<file path="src/rtl/id_ex_operand_stage.sv">
// rtl/id_ex_operand_stage.sv - ID/EX pipeline register with operand forwarding and load-use bubble insertion
// Optional: define FWD_STATS_EN to add FWD_COUNT / BUBBLE_COUNT saturating statistics outputs.
module id_ex_operand_stage #(
  parameter int WIDTH   = 32,
  parameter int REGADDR = 5
) (
  input  logic               clk,
  input  logic               nReset,
  input  logic               STALL,
  input  logic               FLUSH,
  input  logic               ID_VALID,
  input  logic [WIDTH-1:0]   ID_RS_DATA,
  input  logic [WIDTH-1:0]   ID_RT_DATA,
  input  logic [WIDTH-1:0]   ID_IMM,
  input  logic [REGADDR-1:0] ID_RS,
  input  logic [REGADDR-1:0] ID_RT,
  input  logic [REGADDR-1:0] ID_RD,
  input  logic               ID_ALUSRC,
  input  logic [2:0]         ID_ALUOP,
  input  logic               ID_REGWRITE,
  input  logic               ID_MEMREAD,
  input  logic               EXMEM_REGWRITE,
  input  logic [REGADDR-1:0] EXMEM_RD,
  input  logic [WIDTH-1:0]   EXMEM_RESULT,
  input  logic               MEMWB_REGWRITE,
  input  logic [REGADDR-1:0] MEMWB_RD,
  input  logic [WIDTH-1:0]   MEMWB_RESULT,
  output logic [WIDTH-1:0]   A,
  output logic [WIDTH-1:0]   B,
  output logic [WIDTH-1:0]   EX_STORE_DATA,
  output logic [2:0]         EX_ALUOP,
  output logic [REGADDR-1:0] EX_RD,
  output logic               EX_REGWRITE,
  output logic               EX_MEMREAD,
  output logic               EX_VALID,
  output logic               LOAD_USE_HAZARD
`ifdef FWD_STATS_EN
  ,
  output logic [31:0]        FWD_COUNT,
  output logic [31:0]        BUBBLE_COUNT
`endif
);

  logic               valid_q, valid_d;
  logic               regwrite_q, regwrite_d;
  logic               memread_q, memread_d;
  logic               alusrc_q, alusrc_d;
  logic [2:0]         aluop_q, aluop_d;
  logic [REGADDR-1:0] rs_q, rs_d, rt_q, rt_d, rd_q, rd_d;
  logic [WIDTH-1:0]   rs_data_q, rs_data_d, rt_data_q, rt_data_d, imm_q, imm_d;

  logic exmem_rs_hit, memwb_rs_hit, exmem_rt_hit, memwb_rt_hit;
  logic [WIDTH-1:0] fwd_rs, fwd_rt;

  // Operand forwarding: youngest producer (EX/MEM) wins; register 0 is never forwarded.
  always_comb begin
    exmem_rs_hit = EXMEM_REGWRITE && (EXMEM_RD != '0) && (EXMEM_RD == rs_q);
    memwb_rs_hit = MEMWB_REGWRITE && (MEMWB_RD != '0) && (MEMWB_RD == rs_q);
    exmem_rt_hit = EXMEM_REGWRITE && (EXMEM_RD != '0) && (EXMEM_RD == rt_q);
    memwb_rt_hit = MEMWB_REGWRITE && (MEMWB_RD != '0) && (MEMWB_RD == rt_q);
    fwd_rs = exmem_rs_hit ? EXMEM_RESULT : (memwb_rs_hit ? MEMWB_RESULT : rs_data_q);
    fwd_rt = exmem_rt_hit ? EXMEM_RESULT : (memwb_rt_hit ? MEMWB_RESULT : rt_data_q);
  end

  // Load in EX feeding an operand of the ID instruction: freeze IF/ID and bubble this stage.
  always_comb begin
    LOAD_USE_HAZARD = ID_VALID && valid_q && memread_q && (rd_q != '0) &&
                      ((rd_q == ID_RS) || (rd_q == ID_RT));
  end

  // Outputs to the ALU and downstream stages.
  always_comb begin
    A             = fwd_rs;
    B             = alusrc_q ? imm_q : fwd_rt;
    EX_STORE_DATA = fwd_rt;
    EX_ALUOP      = aluop_q;
    EX_RD         = rd_q;
    EX_REGWRITE   = regwrite_q && valid_q;
    EX_MEMREAD    = memread_q && valid_q;
    EX_VALID      = valid_q;
  end

  // Next-state: flush > stall (refresh operands, hold control) > hazard bubble > load from ID.
  always_comb begin
    valid_d    = valid_q;
    regwrite_d = regwrite_q;
    memread_d  = memread_q;
    alusrc_d   = alusrc_q;
    aluop_d    = aluop_q;
    rs_d       = rs_q;
    rt_d       = rt_q;
    rd_d       = rd_q;
    rs_data_d  = rs_data_q;
    rt_data_d  = rt_data_q;
    imm_d      = imm_q;
    if (FLUSH || (!STALL && LOAD_USE_HAZARD)) begin
      valid_d    = 1'b0;
      regwrite_d = 1'b0;
      memread_d  = 1'b0;
      alusrc_d   = 1'b0;
      aluop_d    = '0;
      rs_d       = '0;
      rt_d       = '0;
      rd_d       = '0;
      rs_data_d  = '0;
      rt_data_d  = '0;
      imm_d      = '0;
    end else if (STALL) begin
      rs_data_d = fwd_rs;
      rt_data_d = fwd_rt;
    end else begin
      valid_d    = ID_VALID;
      regwrite_d = ID_REGWRITE;
      memread_d  = ID_MEMREAD;
      alusrc_d   = ID_ALUSRC;
      aluop_d    = ID_ALUOP;
      rs_d       = ID_RS;
      rt_d       = ID_RT;
      rd_d       = ID_RD;
      rs_data_d  = ID_RS_DATA;
      rt_data_d  = ID_RT_DATA;
      imm_d      = ID_IMM;
    end
  end

  // Stage register with asynchronous clear.
  always_ff @(posedge clk or negedge nReset) begin
    if (!nReset) begin
      valid_q    <= 1'b0;
      regwrite_q <= 1'b0;
      memread_q  <= 1'b0;
      alusrc_q   <= 1'b0;
      aluop_q    <= '0;
      rs_q       <= '0;
      rt_q       <= '0;
      rd_q       <= '0;
      rs_data_q  <= '0;
      rt_data_q  <= '0;
      imm_q      <= '0;
    end else begin
      valid_q    <= valid_d;
      regwrite_q <= regwrite_d;
      memread_q  <= memread_d;
      alusrc_q   <= alusrc_d;
      aluop_q    <= aluop_d;
      rs_q       <= rs_d;
      rt_q       <= rt_d;
      rd_q       <= rd_d;
      rs_data_q  <= rs_data_d;
      rt_data_q  <= rt_data_d;
      imm_q      <= imm_d;
    end
  end

`ifdef FWD_STATS_EN
  logic [31:0] fwd_count_q, fwd_count_d, bubble_count_q, bubble_count_d;

  // Saturating event counters: forwarded-operand cycles and self-inserted bubbles.
  always_comb begin
    fwd_count_d    = fwd_count_q;
    bubble_count_d = bubble_count_q;
    if (valid_q && (exmem_rs_hit || memwb_rs_hit || exmem_rt_hit || memwb_rt_hit) &&
        (fwd_count_q != 32'hFFFF_FFFF))
      fwd_count_d = fwd_count_q + 32'd1;
    if (LOAD_USE_HAZARD && !FLUSH && !STALL && (bubble_count_q != 32'hFFFF_FFFF))
      bubble_count_d = bubble_count_q + 32'd1;
  end

  // Counter registers.
  always_ff @(posedge clk or negedge nReset) begin
    if (!nReset) begin
      fwd_count_q    <= '0;
      bubble_count_q <= '0;
    end else begin
      fwd_count_q    <= fwd_count_d;
      bubble_count_q <= bubble_count_d;
    end
  end

  assign FWD_COUNT    = fwd_count_q;
  assign BUBBLE_COUNT = bubble_count_q;
`endif

endmodule
</file>
<file path="config.mk">
export PLATFORM = sky130hd
export DESIGN_NAME = id_ex_operand_stage
export DESIGN_NICKNAME = d
export VERILOG_FILES = /design/src/rtl/id_ex_operand_stage.sv
export SDC_FILE = /design/constraint.sdc
export NUM_CORES = 1
export LEC_CHECK = 0
export BUFFER_PORTS_ARGS = -buffer_cell sky130_fd_sc_hd__buf_2
export CORE_MARGIN = 1.5
export CORE_UTILIZATION = 25
export DETAILED_ROUTE_END_ITERATION = 12
export SYNTH_ARGS = -nofsm -noshare
export SYNTH_HDL_FRONTEND = slang
export SYNTH_SLANG_ARGS = --single-unit
export TNS_END_PERCENT = 10
</file>
<file path="constraint.sdc">
create_clock -name clk -period 2.9 [get_ports clk]
set_clock_uncertainty 0.2 [all_clocks]
set_input_delay 0.58 -clock clk [delete_from_list [all_inputs] [get_ports clk]]
set_output_delay 0.58 -clock clk [all_outputs]
set_load 0.05 [all_outputs]
</file>
Word-level counts from Yosys, hierarchy flattened

Cells that the tools add are included.
Widths: inputs -> output; s select.

Equality and inequality tests: 7
Multiplexer cells: 27
Reduce and logical (&&, ||, !) cells: 19

Operators by type and width:

| kind               | number |
|---|---|
| $mux 32            | 11 |
| $eq 5x5->1         | 6 |
| $mux 5             | 6 |
| $reduce_bool 5->1  | 3 |
| $logic_and 1x1->1  | 13 |
| $mux 1             | 8 |
| $mux 3             | 2 |
| $logic_or 1x1->1   | 2 |
| $ne 2x1->1 const B | 1 |
| $logic_not 1->1    | 1 |

Register bits after elaboration: 118
Input bits: 198
Output and inout bits: 108
Word-level logic and storage cells: 64

Logic depth before layout (Yosys ltp)

Gate-level depths: netlist of run 1.

Depth after elaboration: 7
Gate-level depth with buffers: 7

Worst setup path after synthesis of run 1

OpenSTA, ideal clock, no wires.

Path kind: input-to-output
Start: input port EXMEM_RD[1]
End: output port B[30]
Arrival: 3.011 ns
Required time: 2.120 ns
Setup slack: -0.891 ns
Stages: 6
Buffers on the path: 1
Path through: or4_4 > o211ai_2 > buf_2 > nor3_1 > a31oi_1 > mux2_2

Word-level cells in the longest chain between the ends: 5
Elaborated cells between the ends (all ways): 6
Classes of those cells: eq/ne (1); mux (2); reduce/logical (3)

Ends and longest elaborated chain:

| item                  | line | source |
|---|---|---|
| start, declared       | 23   | `input logic [REGADDR-1:0] EXMEM_RD,` |
| $reduce_bool 5->1     | 59   | `exmem_rt_hit = EXMEM_REGWRITE && (EXMEM_RD != '0) && (EXMEM_RD == rt_q);` |
| $logic_and 1x1->1     | 59   |  |
| $logic_and 1x1->1 *   | 59   |  |
| $mux 32 *             | 62   | `fwd_rt = exmem_rt_hit ? EXMEM_RESULT : (memwb_rt_hit ? MEMWB_RESULT : rt_data_q);` |
| via EX_STORE_DATA[30] | 30   | `output logic [WIDTH-1:0] EX_STORE_DATA,` |
| $mux 32 *             | 74   | `B = alusrc_q ? imm_q : fwd_rt;` |
| end, declared         | 29   | `output logic [WIDTH-1:0] B,` |

Mark *: on every way through the listed nets, which the timed path passes. The rest lies on a longest branch.

Worst setup path in the final report of run 1

Start: input port EXMEM_RD[1]
End: output port B[0]

Word-level cells in the longest chain between the ends: 5
Elaborated cells between the ends (all ways): 6
Classes of those cells: eq/ne (1); mux (2); reduce/logical (3)

Ends and longest elaborated chain:

| item                | line |
|---|---|
| $reduce_bool 5->1   | 59 |
| $logic_and 1x1->1   | 59 |
| $logic_and 1x1->1 * | 59 |
| $mux 32 *           | 62 |
| $mux 32 *           | 74 |

Mark *: on every way between the ends. The rest lies on a longest branch, timed or not.

==> results.tsv, run 1 <==
stage	metric	value	unit
clock_network	cts_made_buffers	17	
grt	grt-ovfl-total	0	
status	violations	negative setup slack	
worst_hold_path	holdCritPathClass	input pin to register	
setup_path	rr_endpoint	rs_data_q[18]	
layout	area_delta_synth_final	72.3	%
synth	synth_cells	695	
grt	top_usage_layer	met2	
sta	finalCritPeriodShare	114	%
layout	utilization	43.7	%
setup_path	critPathKind	input pin to output pin	
floorplanning	io_pins	306	
floorplanning	die_y	176	um
setup_path	crit_path_start	EXMEM_RD[1]	
synth	ys_types	37	
detailed_routing	drtIter0Drc	507	
grt	antenna_found_initial	5	
clock_network	clock_path_buffers	2	
layout	final_area	13000	um2
setup_path	ff2ff_path_depth	7	
grt	grt_pass1_vias	8260	
grt	met1_usage	28.8	%
setup_path	cp_data_arrival_time	2.54	ns
placed_design	gp_congestion	0.889	
placed_design	dp_hpwl	24900	um
sta	drv_slew	0	
sta	setup_slack	-0.418	ns
floorplanning	die-width	176	um
clock_network	path_clk_slew	0.07	ns
placed_design	placedCellCount	1434	
flow_run	maxCapViolations	0	
synth	synth-async-reset-ratio	100	%
setup_path	endpoint	B[0]	
synth	synth_seq_cells	118	
sta	hold_violations	0	
grt	use_met2	35.8	%
layout	drive_above_1_share	60.5	%
floorplanning	coreArea	29600	um2
detailed_routing	vias	8035	
grt	globalRouteMet3Util	4.41	%
layout	finalNonFillerCells	1485	
setup_path	critPathRequiredTime	2.12	ns
power_and_ir_drop	ir_drop	0.334	mV
clock_network	cts_tree	built	
sta	setup_viol	96	
floorplanning	num_rows	63	
synth	synthFlopType	dfrtp_1	
setup_path	end_kind	output pin	
sta	worst_pin_slew	0.640	ns
clock_network	h-tree-depth	4	
clock_network	clock_latency	0.43	ns
placed_design	pre_cts_slack	-0.514	ns
sta	slew_headroom	57.3	%
synth	synth_warnings	0	
detailed_routing	drt-total-wl	35100	um
synth	seq_area_frac_synth	39.3	%
sta	fmaxAchievable	0.301	GHz
grt	grt_pass1_wl	51500	um
setup_path	startpoint_type	input pin	
detailed_routing	via_per_inst	5.41	
power_and_ir_drop	power	6.44	mW
setup_path	worstReg2RegStart	rs_q[3]	
grt	grt_max_degree	65	
sta	fin_hold_ws	0.163	ns
placed_design	placed_area	10900	um2
setup_path	path_max_fanout	14	
sta	fin_setup_tns	-29.63	ns
clock_network	numClockSinks	118	
floorplanning	dieArea	31100	um2
sta	fin_crit	3.32	ns
detailed_routing	drtAntennaViolNets	0	
detailed_routing	wl_per_cell	23.6	um
sta	rsz0062_at_grt	yes	
synth	avgSynthCellArea	10.8	um2
synth	syn-num-nets	893	
detailed_routing	drt_pass1_iterations	5	
status	status	finished, violations left	
clock_network	cts-root-buf	clkbuf_16	
synth	netlist_area	7520	um2
synth	synth_edf_count	0	
floorplanning	initial_utilization	25.4	%
setup_path	r2r_setup_slack	0.42	ns
power_and_ir_drop	p_leak	5.49	nW
detailed_routing	drc	0	
placed_design	port_buffers	305	
power_and_ir_drop	p_per_area	497	nW/um2
layout	nets	1276	
grt	track_usage	22.1	%
[worst min path at each step]
stage	slack, ns	end	from	depth (start not counted)
after floorplan	0.08	EX_ALUOP[0]	nReset	0
after global placement	0.28	regwrite_q	regwrite_q	1
after detailed placement	0.29	regwrite_q	regwrite_q	1
after CTS	0.15	imm_q[0]	ID_IMM[0]	2
after global routing	0.15	imm_q[2]	ID_IMM[2]	2
final	0.16	regwrite_q	ID_REGWRITE	2
[synth_stat cells, drive strengths merged, types with 4 or more instances]
cell type / count / area [um2]
dfrtp: 118 / 2950
nand4: 66 / 413
nor3: 66 / 330
a31oi: 65 / 863
a22o: 64 / 561
o31ai: 64 / 480
clkbuf: 48 / 180
o221a: 47 / 529
buf: 46 / 274
mux2: 32 / 360
xnor2: 20 / 175
nand2: 16 / 60.1
xor2: 10 / 87.6
a21boi: 7 / 52.6
or2: 4 / 25.0
[cell usage in the layout, fill, tap and decap left out, types with 6 or more instances in the layout]
cell type  instances
buf_2            206
dfrtp_1          117
buf_4            106
buf_6             86
nand4_1           66
a22o_1            64
nor3_1            52
a31oi_4           45
o221a_1           41
mux2_4            32
o31ai_1           30
o31ai_2           28
buf_12            27
buf_8             26
a31oi_2           20
clkbuf_16         20
xnor2_1           17
nand2_1           16
nor3_2            12
xor2_1            10
o221a_2            6
o31ai_4            6
[what timing repair did]
item / CTS / global route
setup buffers: 5 / 0
pin swaps: 36 / 24
setup endpoints to repair: 96 / 96
resized for setup: 253 / 52
hold buffers: 1 / 0
endpoints found under the hold margin: 48 / 0
gates cloned: 5 / 4
[cells by family after synthesis]
kind of cell / Yosys count / synth area share (%)
AOI/OAI and AO/OA: 254 / 34.2
and+or+nand+nor: 166 / 12.2
DFF: 118 / 39.3
buffers and inverters: 95 / 6.09
muxes: 32 / 4.79
xor gates and xnor gates: 30 / 3.49
[cell type report]
| class | instances | area, um2 |
|---|---|---|
| inverters | 1 | 3.75 |
| clock inverters | 13 | 195 |
| well taps | 390 | 488 |
| multi-input cells | 482 | 4970 |
| clock buffers | 19 | 443 |
| diodes | 4 | 10.0 |
| flip-flops and latches | 118 | 2950 |
| fillers | 2824 | 16700 |
| repair buffers | 458 | 3900 |
[sequential cells by signal, indices dropped and copies added (netlist names)]
register,flops
EX_RD,5
rt_data_q,32
rt_q,5
regwrite_q,1
alusrc_q,1
memread_q,1
EX_ALUOP,3
rs_data_q,32
rs_q,5
EX_VALID,1
imm_q,32
[per-layer routing]
| metal | vias to the layer above | wire [um] |
|---|---|---|
| met1 | 4011 | 14700 |
| met4 | 2 | 1050 |
| met5 | - | 13 |
| li1 | 3590 | - |
| met2 | 367 | 16900 |
| met3 | 65 | 2390 |
[critical path, stage by stage]
cell	delay, ns
buf_6	0.09
or4_4	0.57
o211ai_4	0.23
or2_4	0.23
buf_12	0.22
a31oi_4	0.14
mux2_4	0.29
buf_4	0.19
[where the power goes]
| part | internal [mW] | switching, mW |
|---|---|---|
| sequential | 1.75 | 0.0631 |
| combinational | 0.959 | 1.33 |
| clock | 1.48 | 0.872 |
| total | 4.18 | 2.26 |
(Power assumes the default switching activity.)
==> run 2, diff against run 1 <==
- CELL_PAD_IN_SITES_DETAIL_PLACEMENT: not set -> 0
- CELL_PAD_IN_SITES_GLOBAL_PLACEMENT: not set -> 1
- PLACE_DENSITY_LB_ADDON: not set -> 0.1
==> run 2 against run 1 <==
- the run still ends with negative setup slack left
- flip-flop and latch count stayed put
- wire length up 2.6%
- count of clock-buffer cells in the layout fell by 2
- clock power shrank 3%
- first-iteration DRC count shrank 9.9%
- power is 0.42% lower
- die area stayed put
- core utilization increased by 0.41 points
- design area rose by 0.94%
- maximum frequency down 0.76%
- global-route usage is 0.74 points higher
- sequential share of layout area down 0.20 points
- critical endpoint is now B[19]
- largest power group is now combinational cells
==> results.tsv, run 2 (synthesis gave the netlist of run 1 again) <==
stage	metric	value	unit	change
status	status	finished, violations left		
status	violations	negative setup slack		
floorplanning	initial_utilization	25.4	%	unchanged
detailed_routing	vias	7707		-4.1%
floorplanning	num_rows	63		unchanged
detailed_routing	via_per_inst	5.21		-3.6%
setup_path	slowest_delay	0.48	ns	-0.09 ns
floorplanning	coreArea	29600	um2	unchanged
placed_design	dp_hpwl	25800	um	+3.5%
clock_network	cts_made_buffers	17		unchanged
clock_network	cts_tree	built		
floorplanning	io_pins	306		unchanged
detailed_routing	drtAntennaViolNets	0		unchanged
sta	fin_crit	3.34	ns	+0.0256 ns
layout	fillers	2846		+0.78%
layout	area_delta_synth_final	73.9	%	
placed_design	gp_congestion	0.862		-3.1%
layout	utilization	44.1	%	+0.41 points
layout	nets	1270		-0.47%
placed_design	pre_cts_slack	-0.558	ns	-0.0441 ns
setup_path	ff2ff_path_depth	8		+1
setup_path	critPathRequiredTime	2.12	ns	about the same
detailed_routing	drtIter0Drc	457		-9.9%
grt	track_usage	22.8	%	+0.74 points
placed_design	port_buffers	305		unchanged
power_and_ir_drop	ir_drop	0.377	mV	+13%
setup_path	startpoint_type	register		
grt	grt_pass1_wl	52700	um	+2.4%
sta	worst_pin_slew	0.607	ns	-0.0328 ns
sta	slew_headroom	59.5	%	+2.2 points
detailed_routing	drc	0		unchanged
clock_network	numClockSinks	118		unchanged
setup_path	cp_num_buf_inv	2		-1
sta	drv_slew	0		unchanged
flow_run	maxCapViolations	0		unchanged
layout	mostFrequentLayoutCells	buf_2, dfrtp_1, buf_4, buf_6, nand4_1		
setup_path	critPathKind	register to output pin		
sta	finalCritPeriodShare	115	%	+0.88 points
setup_path	crit_family	simple AND/OR/NAND/NOR gates		
detailed_routing	drt-total-wl	36000	um	+2.6%
sta	rsz0062_at_grt	yes		
setup_path	path_cells	xor2_1 > or3_4 > clkbuf_16 > o31ai_4 > a31oi_4 > mux2_4 > buf_8		
layout	biggestRegsByFlops	imm_q (32), rs_data_q (32), rt_data_q (32)		
clock_network	h-tree-depth	4		unchanged
sta	fin_setup_tns	-31.91	ns	-2.28 ns
sta	setup_viol	96		unchanged
sta	setup_slack	-0.444	ns	-0.0256 ns
setup_path	crit_cells	7		-1
grt	grt_max_degree	79		+22%
layout	drive_above_1_share	60.5	%	about the same
grt	grt-ovfl-total	0		unchanged
detailed_routing	drt_pass1_iterations	5		unchanged
worst_hold_path	holdCritPathClass	input pin to register		
sta	hold_violations	0		unchanged
worst_hold_path	whs_path_depth	2		unchanged
setup_path	cp_data_arrival_time	2.56	ns	+0.02 ns
power_and_ir_drop	p_leak	5.49	nW	about the same
grt	antenna_found_initial	8		+3
sta	fmaxAchievable	0.299	GHz	-0.76%
setup_path	path_max_fanout	8		-6
floorplanning	die-width	176	um	unchanged
layout	layout_commonest_cell	buf_2		
setup_path	end_kind	output pin		
power_and_ir_drop	p_per_area	491	nW/um2	-1.3%
clock_network	clock_path_buffers	2		unchanged
grt	grt_pass1_vias	8025		-2.8%
clock_network	cts-root-buf	clkbuf_16		
clock_network	clock_latency	0.42	ns	about the same
floorplanning	die_y	176	um	unchanged
floorplanning	dieArea	31100	um2	unchanged
detailed_routing	wl_per_cell	24.3	um	+3.0%
setup_path	cp_slowest_cell	or3_4		
clock_network	path_clk_slew	0.07	ns	about the same
-- run 2: changes by cell type in the layout (fill, tap and decap cells not counted), moves of 3 or more --
| cell | previous run | this run |
|---|---|---|
| buf_4 | 106 | 91 |
| inv_8 | 0 | 4 |
| nor3_2 | 12 | 5 |
| buf_6 | 86 | 83 |
| buf_12 | 27 | 38 |
| o31ai_2 | 28 | 18 |
| buf_2 | 206 | 209 |
| inv_6 | 4 | 7 |
| o31ai_1 | 30 | 22 |
| a31oi_4 | 45 | 42 |
| nor3_1 | 52 | 58 |
| o31ai_4 | 6 | 24 |
| a31oi_2 | 20 | 23 |
-- run 2: stage by stage --
step / power, mW / hold slack [ns] / instances / area (um2)
4_1_cts: 6.40 / 0.148 / 1472 / 12700
2_1_floorplan: 2.97 / 0.0844 / 695 / 7960
5_1_grt: 6.65 / 0.157 / 1478 / 13100
6_report: 6.42 / 0.170 / 1478 / 13100
3_5_place_dp: 3.82 / 0.286 / 1439 / 11100
3_3_place_gp: 3.83 / 0.286 / 1439 / 11100
-- run 2: timing repair --
item                                    in CTS  in global routing
hold buffers                                 1                  0
endpoints found under the setup margin      96                 97
hold endpoints to repair                    38                  0
gates resized for setup                    256                 53
buffers inserted                             5                  3
cloned                                       3                  2
pin swaps                                   23                 13
-- run 2: area by class of cell --
class / instances / area [um2] / area share, %
Tap cell: 390 / 488 / 3.73
Antenna cell: 3 / 7.51 / 0.0574
Clock inverter: 15 / 181 / 1.39
Multi-Input combinational cell: 482 / 5090 / 38.9
Inverter: 1 / 3.75 / 0.0287
Timing Repair Buffer: 452 / 3930 / 30.0
Clock buffer: 17 / 425 / 3.25
Sequential cell: 118 / 2960 / 22.6
-- run 2: worst reg2reg max path, cell delays in order, from the launching register on --
cell,delay (ns)
dfrtp_1,0.40
xor2_1,0.16
or3_2,0.51
buf_12,0.19
buf_4,0.17
o31ai_1,0.23
a31oi_2,0.16
buf_4,0.15
o221a_1,0.23
-- run 2: path summary, 6_finish.rpt --
| kind | startpoint | end | slack [ns] |
|---|---|---|---|
| min reg2reg | EX_ALUOP[0] | EX_ALUOP[0] | 0.30 |
| max reg2reg | rs_q[3] | rs_data_q[26] | 0.37 |
| max in group asynchronous | nReset | rs_data_q[9] | 1.31 |
| max | rt_q[2] | B[19] | -0.44 |
| min in group asynchronous | nReset | imm_q[26] | 0.45 |
| min | ID_IMM[3] | imm_q[3] | 0.17 |
-- run 2: layer usage --
layer  up-vias  wire, um  global-route usage (%)
li1       3588         -                       -
met1      3804     16500                    31.9
met2       268     16800                    35.0
met3        37      2080                    5.43
met4        10       522                    6.14
met5         -        65                       0
-- run 2: where the power goes --
part           total, mW  switching [mW]  leakage (nW)  internal, mW
Clock               2.28           0.965         0.294          1.31
Combinational       2.32            1.35          3.64         0.975
Sequential          1.82          0.0719          1.56          1.75
Total               6.42            2.39          5.49          4.03
==> run 3, diff against run 2 <==
- clock period: 2.9 -> 2.8 ns (I/O delays scaled with it)
==> run 3 against run 2 <==
- the flow still finishes with violations (negative setup slack)
- die area is the same
- non-clock buffer count grew 1
- clock power shrank 3%
- worst setup slack lost 0.12 ns
- critical path depth grew 3
- flip-flop and latch count is the same
- design area grew 0.19%
- sequential share of layout area is essentially flat
- combinational power grew 6%
==> results.tsv, run 3 (synthesis gave the netlist of run 1 again) <==
stage	metric	value	unit	change
sta	rsz0062_at_grt	yes		
grt	track_usage	23.3	%	+0.52 points
layout	fillers	2898		+1.8%
setup_path	ff2ff_path_depth	8		unchanged
power_and_ir_drop	power_frac_comb	37.5	%	+1.3 points
grt	grt-ovfl-total	0		unchanged
sta	fmaxAchievable	0.297	GHz	
floorplanning	num_rows	63		unchanged
power_and_ir_drop	p_int	4.02	mW	-0.16%
power_and_ir_drop	switching_share	38.4	%	+1.2 points
setup_path	r2r_setup_slack	0.33	ns	-0.04 ns
power_and_ir_drop	p_seq_share	28.7	%	+0.4 points
floorplanning	coreArea	29600	um2	unchanged
sta	fin_hold_ws	0.137	ns	-0.0322 ns
detailed_routing	drc	0		unchanged
clock_network	h-tree-depth	4		unchanged
clock_network	clock_path_buffers	2		unchanged
grt	top_usage_layer	met2		
floorplanning	dieArea	31100	um2	unchanged
placed_design	port_buffers	305		unchanged
worst_hold_path	worstHoldStart	ID_ALUOP[0]		
power_and_ir_drop	pwr-share-clk	33.8	%	-1.7 points
placed_design	dp_hpwl	25700	um	-0.25%
setup_path	startpoint_type	input pin		
clock_network	clock_latency	0.43	ns	about the same
layout	biggestRegsByFlops	imm_q (32), rs_data_q (32), rt_data_q (32)		
floorplanning	die_y	176	um	unchanged
detailed_routing	drtIter0Drc	414		-9.4%
setup_path	path_max_fanout	13		+5
detailed_routing	via_per_inst	5.25		+0.78%
layout	finalNonFillerCells	1479		+0.068%
power_and_ir_drop	power	6.54	mW	+1.8%
setup_path	end_kind	output pin		
floorplanning	die-width	176	um	unchanged
setup_path	critPathRequiredTime	2.04	ns	-0.08 ns
detailed_routing	vias	7772		+0.84%
sta	fin_setup_tns	-42.24	ns	-10.33 ns
detailed_routing	drt_pass1_iterations	5		unchanged
placed_design	pre_cts_slack	-0.588	ns	-0.0300 ns
worst_hold_path	min_delay_worst_endpoint	EX_ALUOP[0]		
power_and_ir_drop	ir_drop	0.375	mV	-0.57%
clock_network	path_clk_slew	0.07	ns	about the same
grt	grt_max_degree	69		-13%
detailed_routing	wl_per_cell	24.9	um	+2.2%
sta	worst_pin_slew	0.531	ns	-0.0767 ns
grt	grt_pass1_vias	8238		+2.7%
sta	slew_headroom	64.6	%	+5.1 points
grt	met1_usage	31.7	%	-0.20 points
sta	hold_violations	0		unchanged
floorplanning	io_pins	306		unchanged
power_and_ir_drop	p_per_area	499	nW/um2	+1.6%
sta	fin_crit	3.37	ns	
setup_path	worstReg2RegStart	rs_q[3]		
clock_network	cts_made_buffers	17		unchanged
grt	grt_pass1_wl	53800	um	+2.0%
detailed_routing	drt-total-wl	36800	um	+2.2%
layout	final_area	13100	um2	+0.19%
worst_hold_path	whs_path_depth	2		unchanged
placed_design	placedCellCount	1430		-0.63%
power_and_ir_drop	p_sw	2.51	mW	+5.2%
power_and_ir_drop	p_leak	5.49	nW	-0.17%
floorplanning	initial_utilization	25.4	%	unchanged
detailed_routing	drtAntennaViolNets	0		unchanged
status	status	finished, violations left		
placed_design	placed_area	11100	um2	-0.39%
clock_network	cts_tree	built		
layout	mostFrequentLayoutCells	buf_2, dfrtp_1, buf_4, buf_6, nand4_1		
grt	antenna_found_initial	6		-2
sta	setup_viol	96		unchanged
setup_path	cp_data_arrival_time	2.61	ns	+0.05 ns
sta	drv_slew	0		unchanged
layout	drive_above_1_share	60.7	%	+0.22 points
placed_design	gp_congestion	0.822		-4.6%
worst_hold_path	holdCritPathClass	input pin to register		
layout	layout_commonest_cell	buf_2		
grt	use_met2	36.7	%	+1.7 points
grt	globalRouteMet3Util	5.53	%	+0.11 points
sta	finalCritPeriodShare	120	%	
status	violations	negative setup slack		
layout	nets	1271		+0.079%
clock_network	cts-root-buf	clkbuf_16		
clock_network	numClockSinks	118		unchanged
sta	setup_slack	-0.567	ns	-0.123 ns
setup_path	rr_endpoint	rs_data_q[23]		
setup_path	critPathKind	input pin to output pin		
layout	area_delta_synth_final	74.3	%	
layout	utilization	44.2	%	+0.084 points
flow_run	maxCapViolations	0		unchanged
[run 3: cell count changes in the layout (fill, tap and decap cells not counted), moves of 3 or more]
cell / change
bufbuf_16: +3
inv_6: -3
buf_8: -11
buf_6: -3
o31ai_1: +6
nor3_2: +7
o31ai_2: -9
nor3_1: -6
o31ai_4: +3
buf_4: +11
[run 3: worst max path at each step]
stage | startpoint | to | slack [ns]
after floorplan | EXMEM_RD[1] | B[11] | -0.36
after global placement | MEMWB_RD[3] | B[11] | -0.60
after detailed placement | MEMWB_RD[3] | B[4] | -0.59
after CTS | rt_q[4] | B[5] | -0.59
after global routing | rt_q[3] | B[29] | -0.64
final | MEMWB_RD[3] | B[18] | -0.57
[run 3: repair_timing]
action | CTS | global route
cloned | 5 | 2
resized for setup | 221 | 65
hold endpoints to repair | 45 | 0
hold buffers | 1 | 0
setup endpoints to repair | 97 | 97
pin swaps | 37 | 22
buffers inserted | 1 | 6
[run 3: worst max-delay path: stages]
cell and delay [ns]:
buf_6 0.10, buf_6 0.11, or4_4 0.52, o21ai_4 0.22, buf_12 0.23, buf_8 0.15, o31ai_4 0.08, a31oi_4 0.27
mux2_4 0.22, buf_12 0.13
[run 3: power by group through the flow]
| stage | Sequential [mW] | Combinational (mW) | Clock (mW) |
|---|---|---|---|
| 2_1_floorplan | 1.90 | 1.17 | 0 |
| 3_3_place_gp | 1.89 | 2.10 | 0 |
| 3_5_place_dp | 1.89 | 2.10 | 0 |
| 4_1_cts | 1.87 | 2.36 | 2.26 |
| 5_1_grt | 1.89 | 2.56 | 2.33 |
| 6_report | 1.88 | 2.45 | 2.21 |
[run 3: area by class of cell]
type	instances	area (um2)	share of cell area, %
repair buffers	453	3930	30.0
clock inverters	15	155	1.18
flip-flops and latches	118	2960	22.5
clock buffers	17	425	3.25
diodes	3	7.51	0.0573
well taps	390	488	3.72
multi-input cells	482	5140	39.2
inverters	1	3.75	0.0286
[run 3: per-layer routing]
layer	up-vias	routed length (um)
li1	3592	-
met1	3876	16900
met2	260	17200
met3	38	2060
met4	6	651
met5	-	37
